$ cat src/rtl/snake_body_arbiter.sv
// Snake body store and single-port RAM arbiter.
// The body lives in an external 1-cycle-latency RAM as a circular buffer
// (logical index k at address HeadPtr+k). Each step writes a new head and
// then scans the rest of the body for a self-collision. Meanwhile a VGA
// reader shares the RAM port through a fixed-priority arbiter that has a
// starvation guard for the scan.
module snake_body_arbiter #(
    parameter int NUM_PIECES   = 32,
    parameter int YBITS        = 5,
    parameter int XBITS        = 6,
    parameter int STARVE_LIMIT = 4,
    localparam int AW          = $clog2(NUM_PIECES),
    localparam int LW          = AW + 1,
    localparam int DW          = YBITS + XBITS,
    localparam int SW          = $clog2(STARVE_LIMIT + 2)
) (
    input  logic             i_clk,
    input  logic             i_rst_n,
    input  logic             i_init_valid,
    input  logic             i_step_valid,
    output logic             o_step_ready,
    input  logic [YBITS-1:0] i_step_y,
    input  logic [XBITS-1:0] i_step_x,
    input  logic             i_step_grow,
    output logic             o_step_done,
    output logic             o_step_hit,
    output logic [LW-1:0]    o_length,
    input  logic             i_vga_req,
    input  logic [AW-1:0]    i_vga_index,
    output logic             o_vga_gnt,
    output logic             o_vga_valid,
    output logic [YBITS-1:0] o_vga_y,
    output logic [XBITS-1:0] o_vga_x,
    output logic [AW-1:0]    o_mem_addr,
    output logic             o_mem_we,
    output logic [DW-1:0]    o_mem_wdata,
    input  logic [DW-1:0]    i_mem_rdata
);

    typedef enum logic [1:0] {
        S_IDLE       = 2'd0,
        S_WRITE_HEAD = 2'd1,
        S_SCAN       = 2'd2,
        S_DONE       = 2'd3
    } state_t;

    state_t             r_state;
    logic [AW-1:0]      r_head_ptr;
    logic [LW-1:0]      r_length;
    logic [YBITS-1:0]   r_lat_y;
    logic [XBITS-1:0]   r_lat_x;
    logic               r_lat_grow;
    logic               r_hit;
    logic [SW-1:0]      r_starve_cnt;
    logic [LW-1:0]      r_scan_idx;   // next logical index the scan will read
    logic               r_cmp_pend;   // scan read issued last cycle, data on i_mem_rdata now
    logic               r_vga_pend;   // VGA read issued last cycle
    logic               r_vga_oob;    // that VGA read was past the tail

    logic               w_init;
    logic               w_wh;
    logic               w_scan_pend;
    logic               w_starved;
    logic               w_vga_gnt;
    logic               w_scan_gnt;
    logic               w_vga_oob;
    logic [AW-1:0]      w_new_head;
    logic [LW-1:0]      w_len_next;
    logic               w_step_done;
    logic [AW-1:0]      w_mem_addr;
    logic               w_mem_we;
    logic [DW-1:0]      w_mem_wdata;

    // Port users, highest priority first: init write, head write, VGA, scan.
    // Everything is gated by reset so the RAM port is quiet while held.
    assign w_init      = i_rst_n & i_init_valid;
    assign w_wh        = i_rst_n & ~i_init_valid & (r_state == S_WRITE_HEAD);
    assign w_scan_pend = (r_state == S_SCAN) & (r_scan_idx < r_length);
    assign w_starved   = (r_starve_cnt >= SW'(STARVE_LIMIT));
    assign w_vga_gnt   = i_rst_n & i_vga_req & ~i_init_valid
                       & (r_state != S_WRITE_HEAD)
                       & ~(w_scan_pend & w_starved);
    assign w_scan_gnt  = i_rst_n & w_scan_pend & ~i_init_valid & ~w_vga_gnt;

    // Out-of-range VGA reads still touch the RAM; the result is zeroed later.
    assign w_vga_oob   = ({1'b0, i_vga_index} >= r_length);
    assign w_new_head  = r_head_ptr - 1'b1;
    assign w_len_next  = (r_lat_grow && (r_length < LW'(NUM_PIECES)))
                       ? r_length + 1'b1 : r_length;

    // RAM port mux driven by the arbitration result.
    always_comb begin
        w_mem_addr  = '0;
        w_mem_we    = 1'b0;
        w_mem_wdata = '0;
        if (w_init) begin
            w_mem_we    = 1'b1;
            w_mem_wdata = {i_step_y, i_step_x};
        end else if (w_wh) begin
            w_mem_we    = 1'b1;
            w_mem_addr  = w_new_head;
            w_mem_wdata = {r_lat_y, r_lat_x};
        end else if (w_vga_gnt) begin
            w_mem_addr  = r_head_ptr + i_vga_index;
        end else if (w_scan_gnt) begin
            w_mem_addr  = r_head_ptr + r_scan_idx[AW-1:0];
        end
    end

    // Step FSM, body pointers, hit flag, starvation counter and VGA tracking.
    always_ff @(posedge i_clk or negedge i_rst_n) begin
        if (!i_rst_n) begin
            r_state      <= S_IDLE;
            r_head_ptr   <= '0;
            r_length     <= LW'(1);
            r_lat_y      <= '0;
            r_lat_x      <= '0;
            r_lat_grow   <= 1'b0;
            r_hit        <= 1'b0;
            r_starve_cnt <= '0;
            r_scan_idx   <= '0;
            r_cmp_pend   <= 1'b0;
            r_vga_pend   <= 1'b0;
            r_vga_oob    <= 1'b0;
        end else if (i_init_valid) begin
            // Init wins everywhere: drop any in-flight step and VGA result.
            r_state      <= S_IDLE;
            r_head_ptr   <= '0;
            r_length     <= LW'(1);
            r_hit        <= 1'b0;
            r_starve_cnt <= '0;
            r_scan_idx   <= '0;
            r_cmp_pend   <= 1'b0;
            r_vga_pend   <= 1'b0;
            r_vga_oob    <= 1'b0;
        end else begin
            r_vga_pend <= w_vga_gnt;
            r_vga_oob  <= w_vga_oob;
            r_cmp_pend <= w_scan_gnt;

            // Count back-to-back VGA wins that held off a pending scan read.
            if (w_scan_gnt || (r_state != S_SCAN))
                r_starve_cnt <= '0;
            else if (w_vga_gnt && w_scan_pend)
                r_starve_cnt <= r_starve_cnt + 1'b1;

            case (r_state)
                S_IDLE: begin
                    if (i_step_valid) begin
                        r_lat_y    <= i_step_y;
                        r_lat_x    <= i_step_x;
                        r_lat_grow <= i_step_grow;
                        r_hit      <= 1'b0;
                        r_state    <= S_WRITE_HEAD;
                    end
                end
                S_WRITE_HEAD: begin
                    // Head moves back one slot; not growing leaves the old
                    // tail outside the window, which drops it.
                    r_head_ptr <= w_new_head;
                    r_length   <= w_len_next;
                    r_scan_idx <= LW'(1);
                    r_state    <= (w_len_next == LW'(1)) ? S_DONE : S_SCAN;
                end
                S_SCAN: begin
                    if (w_scan_gnt)
                        r_scan_idx <= r_scan_idx + 1'b1;
                    if (r_cmp_pend && (i_mem_rdata == {r_lat_y, r_lat_x}))
                        r_hit <= 1'b1;
                    // Last read's data is compared this cycle; no early exit.
                    if (r_cmp_pend && !w_scan_pend)
                        r_state <= S_DONE;
                end
                S_DONE: begin
                    r_hit   <= 1'b0;
                    r_state <= S_IDLE;
                end
                default: r_state <= S_IDLE;
            endcase
        end
    end

    assign w_step_done  = (r_state == S_DONE) & ~i_init_valid;

    assign o_step_ready = (r_state == S_IDLE) & ~i_init_valid;
    assign o_step_done  = w_step_done;
    assign o_step_hit   = w_step_done & r_hit;
    assign o_length     = r_length;
    assign o_vga_gnt    = w_vga_gnt;
    assign o_vga_valid  = r_vga_pend;
    assign o_vga_y      = (r_vga_pend && !r_vga_oob) ? i_mem_rdata[DW-1:XBITS] : '0;
    assign o_vga_x      = (r_vga_pend && !r_vga_oob) ? i_mem_rdata[XBITS-1:0]  : '0;
    assign o_mem_addr   = w_mem_addr;
    assign o_mem_we     = w_mem_we;
    assign o_mem_wdata  = w_mem_wdata;

endmodule

$ cat config.mk
export PLATFORM = sky130hd
export DESIGN_NAME = snake_body_arbiter
export DESIGN_NICKNAME = d
export VERILOG_FILES = /design/src/rtl/snake_body_arbiter.sv
export SDC_FILE = /design/constraint.sdc
export NUM_CORES = 1
export LEC_CHECK = 0
export BUFFER_PORTS_ARGS = -buffer_cell sky130_fd_sc_hd__buf_2
export CORE_AREA = 3 3 78 80
export CTS_BUF_LIST = sky130_fd_sc_hd__clkbuf_8
export CTS_CLUSTER_DIAMETER = 80
export DETAILED_ROUTE_END_ITERATION = 6
export DIE_AREA = 0 0 81 83
export PLACE_DENSITY = 0.83
export SLEW_MARGIN = 0
export SYNTH_ARGS = -nofsm -noshare
export SYNTH_HDL_FRONTEND = slang
export SYNTH_SLANG_ARGS = --single-unit
$ cat constraint.sdc
create_clock -name i_clk -period 2.7 [get_ports i_clk]
set_input_delay 0.135 -clock i_clk [delete_from_list [all_inputs] [get_ports i_clk]]
set_output_delay 0.135 -clock i_clk [all_outputs]
set_load 0.02 [all_outputs]
==> impl_metrics.py, run 1 <==
metrics = {
    "detailed_routing": {
        "dr.pass1.iters": 4,
        "wl_per_cell_um": 16.18,
        "via_per_inst": 5.646,
        "finalWirelength_um": 7492,
        "drt-initial-drc-count": 94,
        "drc_errors": 0,
        "dr_total_vias": 2614,
        "antenna_left": 0,
    },
    "critical_path": {
        "cp_data_arrival_time_ns": 2.40,
        "max_stage_delay_ns": 0.44,
        "reg2reg_depth": 6,
        "path_depth": 8,
        "cp_slowest_cell": "dfrtp_1",
        "crit_type": "flop to primary output",
        "critPathLaunch": "o_length[3]$_DFFE_PN0P_",
        "cp_top_family": "compound AO/OA/AOI/OAI gates",
        "reg2reg_from": "o_length[2]$_DFFE_PN0P_",
        "start_kind": "flop",
        "crit_path_end_kind": "primary output",
        "crit_path_end": "o_mem_addr[0]",
        "r2r_end": "r_state[0]$_DFFE_PN0P_",
        "crit_required_ns": 2.57,
        "worstPathMaxFanout": 6,
        "crit_buf_inv": 2,
        "reg2reg_setup_slack_ns": 0.51,
        "crit_path_cell_trace": "inv_1 > ha_1 > a21oi_1 > or2_2 > o2111ai_4 > and2_4 > a221o_1 > buf_2",
    },
    "synth": {
        "synthDistinctLibCells": 60,
        "yosys_most_used_dff": "dfrtp_1",
        "seq_area_frac_synth_pct": 31.80,
        "netlist_area_um2": 2994,
        "synth.most_common_cell": "dfrtp_1",
        "synth_top_cell_by_area": "dfrtp_1",
        "synth_top_cell_area_share_pct": 30.92,
        "ys_ff_latch": 38,
        "syn-num-nets": 377,
        "synth_common_cells": "dfrtp_1, ha_1, nand2_1",
        "synth_area_leaders": "dfrtp_1, ha_1, xor2_1",
        "avgSynthCellArea_um2": 9.505,
        "synth_edf_count": 0,
        "ys_warn_count": 0,
        "syn_inst": 315,
        "ys_async_sr_fraction_pct": 100.0,
    },
    "timing": {
        "hold_viol": 0,
        "worstMarginPinSlew_ns": 0.6899,
        "period_needed_ns": 2.535,
        "final_max_slew_viol_count": 0,
        "rsz0062_at_grt": "false",
        "fin_setup_tns_ns": 0,
        "setup_viol": 0,
        "fmax_mhz": 394.5,
        "whs_ns": 0.06866,
        "period_share_pct": 93.89,
        "slew_headroom_pct": 53.91,
        "skew_ns": 0.005855,
    },
    "min_path": {
        "holdCritPathClass": "primary input to flop",
    },
    "finish": {
        "fillerInstances": 470,
        "final_core_util_pct": 65.07,
        "areaGrowthSynthToFinish_pct": 18.93,
        "regArea_um2": 954.7,
        "final_area_um2": 3561,
        "drive_above_1_share_pct": 29.16,
        "final_net_count": 452,
        "multi_input_area_um2": 1943,
        "n_antenna_cell": 0,
    },
    "global_route": {
        "grt_usage_pct": 23.44,
        "grt_start_max_net_pins": 30,
        "grt_pass1_vias": 2629,
        "grt-ovfl-total": 0,
        "grt_pass1_wl_um": 12520,
        "antenna_found_initial": 0,
    },
    "run_status": {
        "outcome": "finished clean",
    },
    "placed_design": {
        "io_buffer_count": 71,
        "hpwl_um": 5815,
        "gp_congestion": 0.9587,
        "place_area_um2": 3421,
    },
    "clocking": {
        "clkSinkCount": 38,
        "htree_num_levels": 2,
        "cts_tree": "done",
        "cts_made_buffers": 5,
        "clkTransAtPathRegs_ns": 0.08,
        "clock_path_buffers": 2,
        "cts_root_buf": "clkbuf_8",
        "clock_latency_ns": 0.29,
    },
    "die": {
        "core_area_um2": 5473,
        "row_count": 27,
        "dieArea_um2": 6723,
        "die_y_um": 83,
        "initial_core_util_pct": 54.71,
        "die_x_um": 81,
        "pin_count": 72,
    },
    "pwr": {
        "p_int_w": 0.001578,
        "p_sw_w": 0.001147,
        "p_leak_nw": 1.785,
        "vdd_drop_max_mv": 0.4504,
        "clkPwrFrac_pct": 14.8,
        "power_frac_seq_pct": 34.9,
        "combPwrFrac_pct": 50.3,
        "power_density_nw_per_um2": 765.2,
        "switching_share_pct": 42.10,
    },
    "job": {
        "drv_cap": 0,
    },
}
## routing by layer
layer	GRT usage, %	wire [um]
met1	29.68	3138
met2	40.18	3917
met3	2.495	285
met4	9.063	151
met5	0	0
## state kept, by name, indices dropped and copies added, names as in the netlist
signal and count:
r_state 2, o_vga_valid 1, r_starve_cnt 3, r_cmp_pend 1, r_vga_oob 1, o_length 6, r_lat_y 5, r_scan_idx 6
r_lat_grow 1, r_lat_x 6, r_hit 1, r_head_ptr 5
## cells by family (layout without fill, tap and decap cells)
group	count (synthesis)	after routing	share of synthesized area, %
muxes	16	16	5.850
buffers and inverters	27	103	4.011
adders and majority gates	29	29	12.62
xor gates and xnor gates	31	31	9.068
DFF	38	38	31.80
AOI/OAI and AO/OA	66	66	16.97
and+or+nand+nor	108	108	19.68
## metrics by stage
stage | setup WS (ns) | total power [W] | std cells
2_1_floorplan | 0.5426 | 0.001935 | 315
3_5_place_dp | 0.4287 | 0.002273 | 452
4_1_cts | 0.08570 | 0.002686 | 461
3_3_place_gp | 0.4704 | 0.002233 | 452
6_report | 0.1648 | 0.002725 | 463
5_1_grt | 0.001612 | 0.002936 | 463
## worst min-delay path by stage
| stage | startpoint | cells past startpoint | slack (ns) | endpoint |
|---|---|---|---|---|
| 2_1_floorplan | i_rst_n | 0 | -0.16 | o_length[1]$_DFFE_PN0P_ |
| 3_3_place_gp | i_rst_n | 2 | 0.12 | r_hit$_DFFE_PN0P_ |
| 3_5_place_dp | i_rst_n | 2 | 0.12 | o_length[1]$_DFFE_PN0P_ |
| 4_1_cts | i_step_grow | 2 | 0.07 | r_lat_grow$_DFFE_PN0P_ |
| 5_1_grt | i_step_grow | 2 | 0.07 | r_lat_grow$_DFFE_PN0P_ |
| 6_report | i_step_grow | 2 | 0.07 | r_lat_grow$_DFFE_PN0P_ |
## layout make-up
cell class              instances  area share, %
multi-input cells             250          54.57
repair buffers                 80          11.95
clock buffers                   6          2.319
flip-flops and latches         38          26.81
well taps                      72          2.530
inverters                      15          1.581
clock inverters                 2         0.2460
## cells in the final DEF, fill, tap and decap left out, types with 2 or more instances in the layout
cell and n:
buf_2 71, dfrtp_1 35, ha_1 26, nand2_1 22, a21oi_1 18, xor2_1 17, nor2_1 16, inv_1 15
and2_1 15, xnor2_1 14, nand3_1 14, mux2_2 12, a22o_1 11, nor2b_1 8, buf_4 8, a21o_1 6
nor3_1 6, clkbuf_8 6, o21ai_0 5, nand4_1 4, mux2i_1 4, nand2b_1 3, o211ai_1 3, a2111oi_0 3
nor3b_1 2, a31oi_1 2, o211a_1 2, a311o_1 2, and3_1 2, nor4b_1 2, a211oi_1 2, or3_1 2
fa_1 2, dfrtp_2 2
## power by group through the flow
stage | Combinational (W) | Sequential (W) | Clock, W
after global routing | 0.00152 | 0.000978 | 0.000438
after floorplan | 0.00101 | 0.000923 | 0
final | 0.00137 | 0.000950 | 0.000403
after CTS | 0.00132 | 0.000948 | 0.000416
after detailed placement | 0.00131 | 0.000960 | 0
after global placement | 0.00128 | 0.000948 | 0
## timing repair
action | CTS | global route
setup buffers | 0 | 2
hold buffers | 1 | 0
hold endpoints to repair | 37 | 0
endpoints found under the setup margin | 0 | 5
gates resized for setup | 0 | 6
(Power assumes the default switching activity.)
==> run 2, diff against run 1 <==
--- a/config.mk
+++ b/config.mk
@@ -5,7 +5,7 @@
 export SDC_FILE = /design/constraint.sdc
 export NUM_CORES = 1
 export LEC_CHECK = 0
-export BUFFER_PORTS_ARGS = -buffer_cell sky130_fd_sc_hd__buf_2
+export BUFFER_PORTS_ARGS = -buffer_cell sky130_fd_sc_hd__clkbuf_2
 export CORE_AREA = 3 3 78 80
 export CTS_BUF_LIST = sky130_fd_sc_hd__clkbuf_8
 export CTS_CLUSTER_DIAMETER = 80
==> run 2 against run 1 <==
Net effect: via count decreased by 0.57%; final area increased by 0.49%; non-clock buffer count decreased by 3; critical path type unchanged; largest power group unchanged.
==> impl_metrics.py, run 2 (synthesis results as in run 1) <==
metrics = {
    "run_status": {
        "outcome": "finished clean",
    },
    "clocking": {
        "clock_path_buffers": 2,
        "clock_latency_ns": 0.30,
        "cts_tree": "done",
        "cts_root_buf": "clkbuf_8",
        "postCtsSetupRepairBufs": 0,
        "clkSinkCount": 38,
        "clkTransAtPathRegs_ns": 0.08,
        "htree_num_levels": 2,
        "cts_made_buffers": 5,
    },
    "die": {
        "dieArea_um2": 6723,
        "die_x_um": 81,
        "initial_core_util_pct": 54.71,
        "die_y_um": 83,
        "pin_count": 72,
        "row_count": 27,
        "core_area_um2": 5473,
    },
    "global_route": {
        "grt-ovfl-total": 0,
        "grt_pass1_wl_um": 12410,
        "grt_usage_pct": 23.35,
        "antenna_found_initial": 0,
        "grt_start_max_net_pins": 45,
        "grt_pass1_vias": 2575,
    },
    "placed_design": {
        "place_area_um2": 3413,
        "hpwl_um": 5833,
        "gp_congestion": 0.9333,
        "io_buffer_count": 71,
    },
    "critical_path": {
        "worstPathMaxFanout": 9,
        "crit_path_cell_trace": "inv_1 > ha_2 > and2b_1 > and2_1 > o2111ai_4 > and2_4 > a221o_1 > clkbuf_2",
        "start_kind": "flop",
        "cp_slowest_cell": "dfrtp_1",
        "cp_data_arrival_time_ns": 2.43,
        "crit_path_end_kind": "primary output",
        "crit_required_ns": 2.57,
        "crit_type": "flop to primary output",
        "max_stage_delay_ns": 0.43,
    },
    "detailed_routing": {
        "via_per_inst": 5.650,
        "dr.pass1.iters": 4,
        "antenna_left": 0,
        "drt-initial-drc-count": 110,
        "drc_errors": 0,
        "wl_per_cell_um": 16.34,
        "finalWirelength_um": 7515,
        "dr_total_vias": 2599,
    },
    "min_path": {
        "holdCritPathClass": "primary input to flop",
    },
    "timing": {
        "fmax_mhz": 389.4,
        "setup_viol": 0,
        "rsz0062_at_grt": "false",
        "hold_viol": 0,
        "final_max_slew_viol_count": 0,
        "whs_ns": 0.06913,
        "fin_setup_tns_ns": 0,
        "period_share_pct": 95.12,
        "period_needed_ns": 2.568,
        "skew_ns": 0.006509,
        "slew_headroom_pct": 53.15,
        "worstMarginPinSlew_ns": 0.7013,
    },
    "finish": {
        "drive_above_1_share_pct": 28.35,
        "n_antenna_cell": 0,
        "most-common-layout-cells": "clkbuf_2, dfrtp_1, ha_1",
        "final_area_um2": 3578,
        "areaGrowthSynthToFinish_pct": 19.52,
        "final_common_cell": "clkbuf_2",
        "final_net_count": 449,
    },
    "pwr": {
        "vdd_drop_max_mv": 0.4290,
        "total_power_w": 0.002882,
        "p_leak_nw": 1.768,
        "power_density_nw_per_um2": 805.4,
    },
    "job": {
        "drv_cap": 0,
    },
}
run 2: changes by cell type in the layout (fill, tap and decap cells not counted), sizes merged:
cell,change
bufinv,+2
clkbuf,+70
buf,-74
inv,-1
run 2: metal layers:
| metal | global-route usage [%] | vias to the layer above | share of wire [%] |
|---|---|---|---|
| met1 | 29.85 | 1264 | 41 |
| li1 | - | 1270 | - |
| met3 | 2.711 | 10 | 3.5 |
| met2 | 40.48 | 55 | 54 |
| met4 | 7.220 | 0 | 1.7 |
| met5 | 0 | - | 0 |
run 2: repair_timing:
action / 4_1_cts / 5_1_grt
hold buffers: 1 / 0
gates resized for setup: 0 / 4
endpoints found under the hold margin: 37 / 0
endpoints found under the setup margin: 0 / 5
run 2: layout make-up:
class	instances	area [um^2]
multi-input combinational	250	1939
clock buffer	5	68.82
tap	72	90.09
sequential	38	952.2
inverter	15	56.30
timing repair buffer	77	402.9
fill	472	1894
clock inverter	3	68.82
run 2: per-stage QoR:
stage          util [%]  cells  setup slack, ns
2_1_floorplan         -    315           0.5426
3_5_place_dp      62.37    451           0.4254
5_1_grt           65.39    460        0.0006606
4_1_cts           65.07    460          0.08992
3_3_place_gp      62.37    451           0.4692
6_report          65.39    460           0.1319
run 2: power by group:
part / total [W] / internal, W / switching [W]
clock network: 0.000593 / 0.000370 / 0.000223
registers: 0.000961 / 0.000730 / 0.000231
logic: 0.00133 / 0.000613 / 0.000715
total: 0.00288 / 0.00171 / 0.00117
run 2: worst paths after layout:
| path | start | to | slack (ns) | cells past startpoint |
|---|---|---|---|---|
| max reg2reg | o_length[2]$_DFFE_PN0P_ | r_state[0]$_DFFE_PN0P_ | 0.50 | 6 |
| min reg2reg | r_starve_cnt[1]$_DFFE_PN0P_ | r_starve_cnt[1]$_DFFE_PN0P_ | 0.54 | 2 |
| max | r_state[0]$_DFFE_PN0P_ | o_mem_addr[0] | 0.13 | 8 |
| max in group asynchronous | i_rst_n | r_scan_idx[3]$_DFFE_PN0P_ | 1.83 | 3 |
| min in group asynchronous | i_rst_n | r_hit$_DFFE_PN0P_ | 0.50 | 3 |
| min | i_step_grow | r_lat_grow$_DFFE_PN0P_ | 0.07 | 2 |
run 2: critical path: cells and delay by family, from the launching register on:
family | cells | cell delay, ns
AOI/OAI and AO/OA | 2 | 0.51
buffers and inverters | 2 | 0.31
and+or+nand+nor | 3 | 0.59
DFF | 1 | 0.43
adders and majority gates | 1 | 0.29
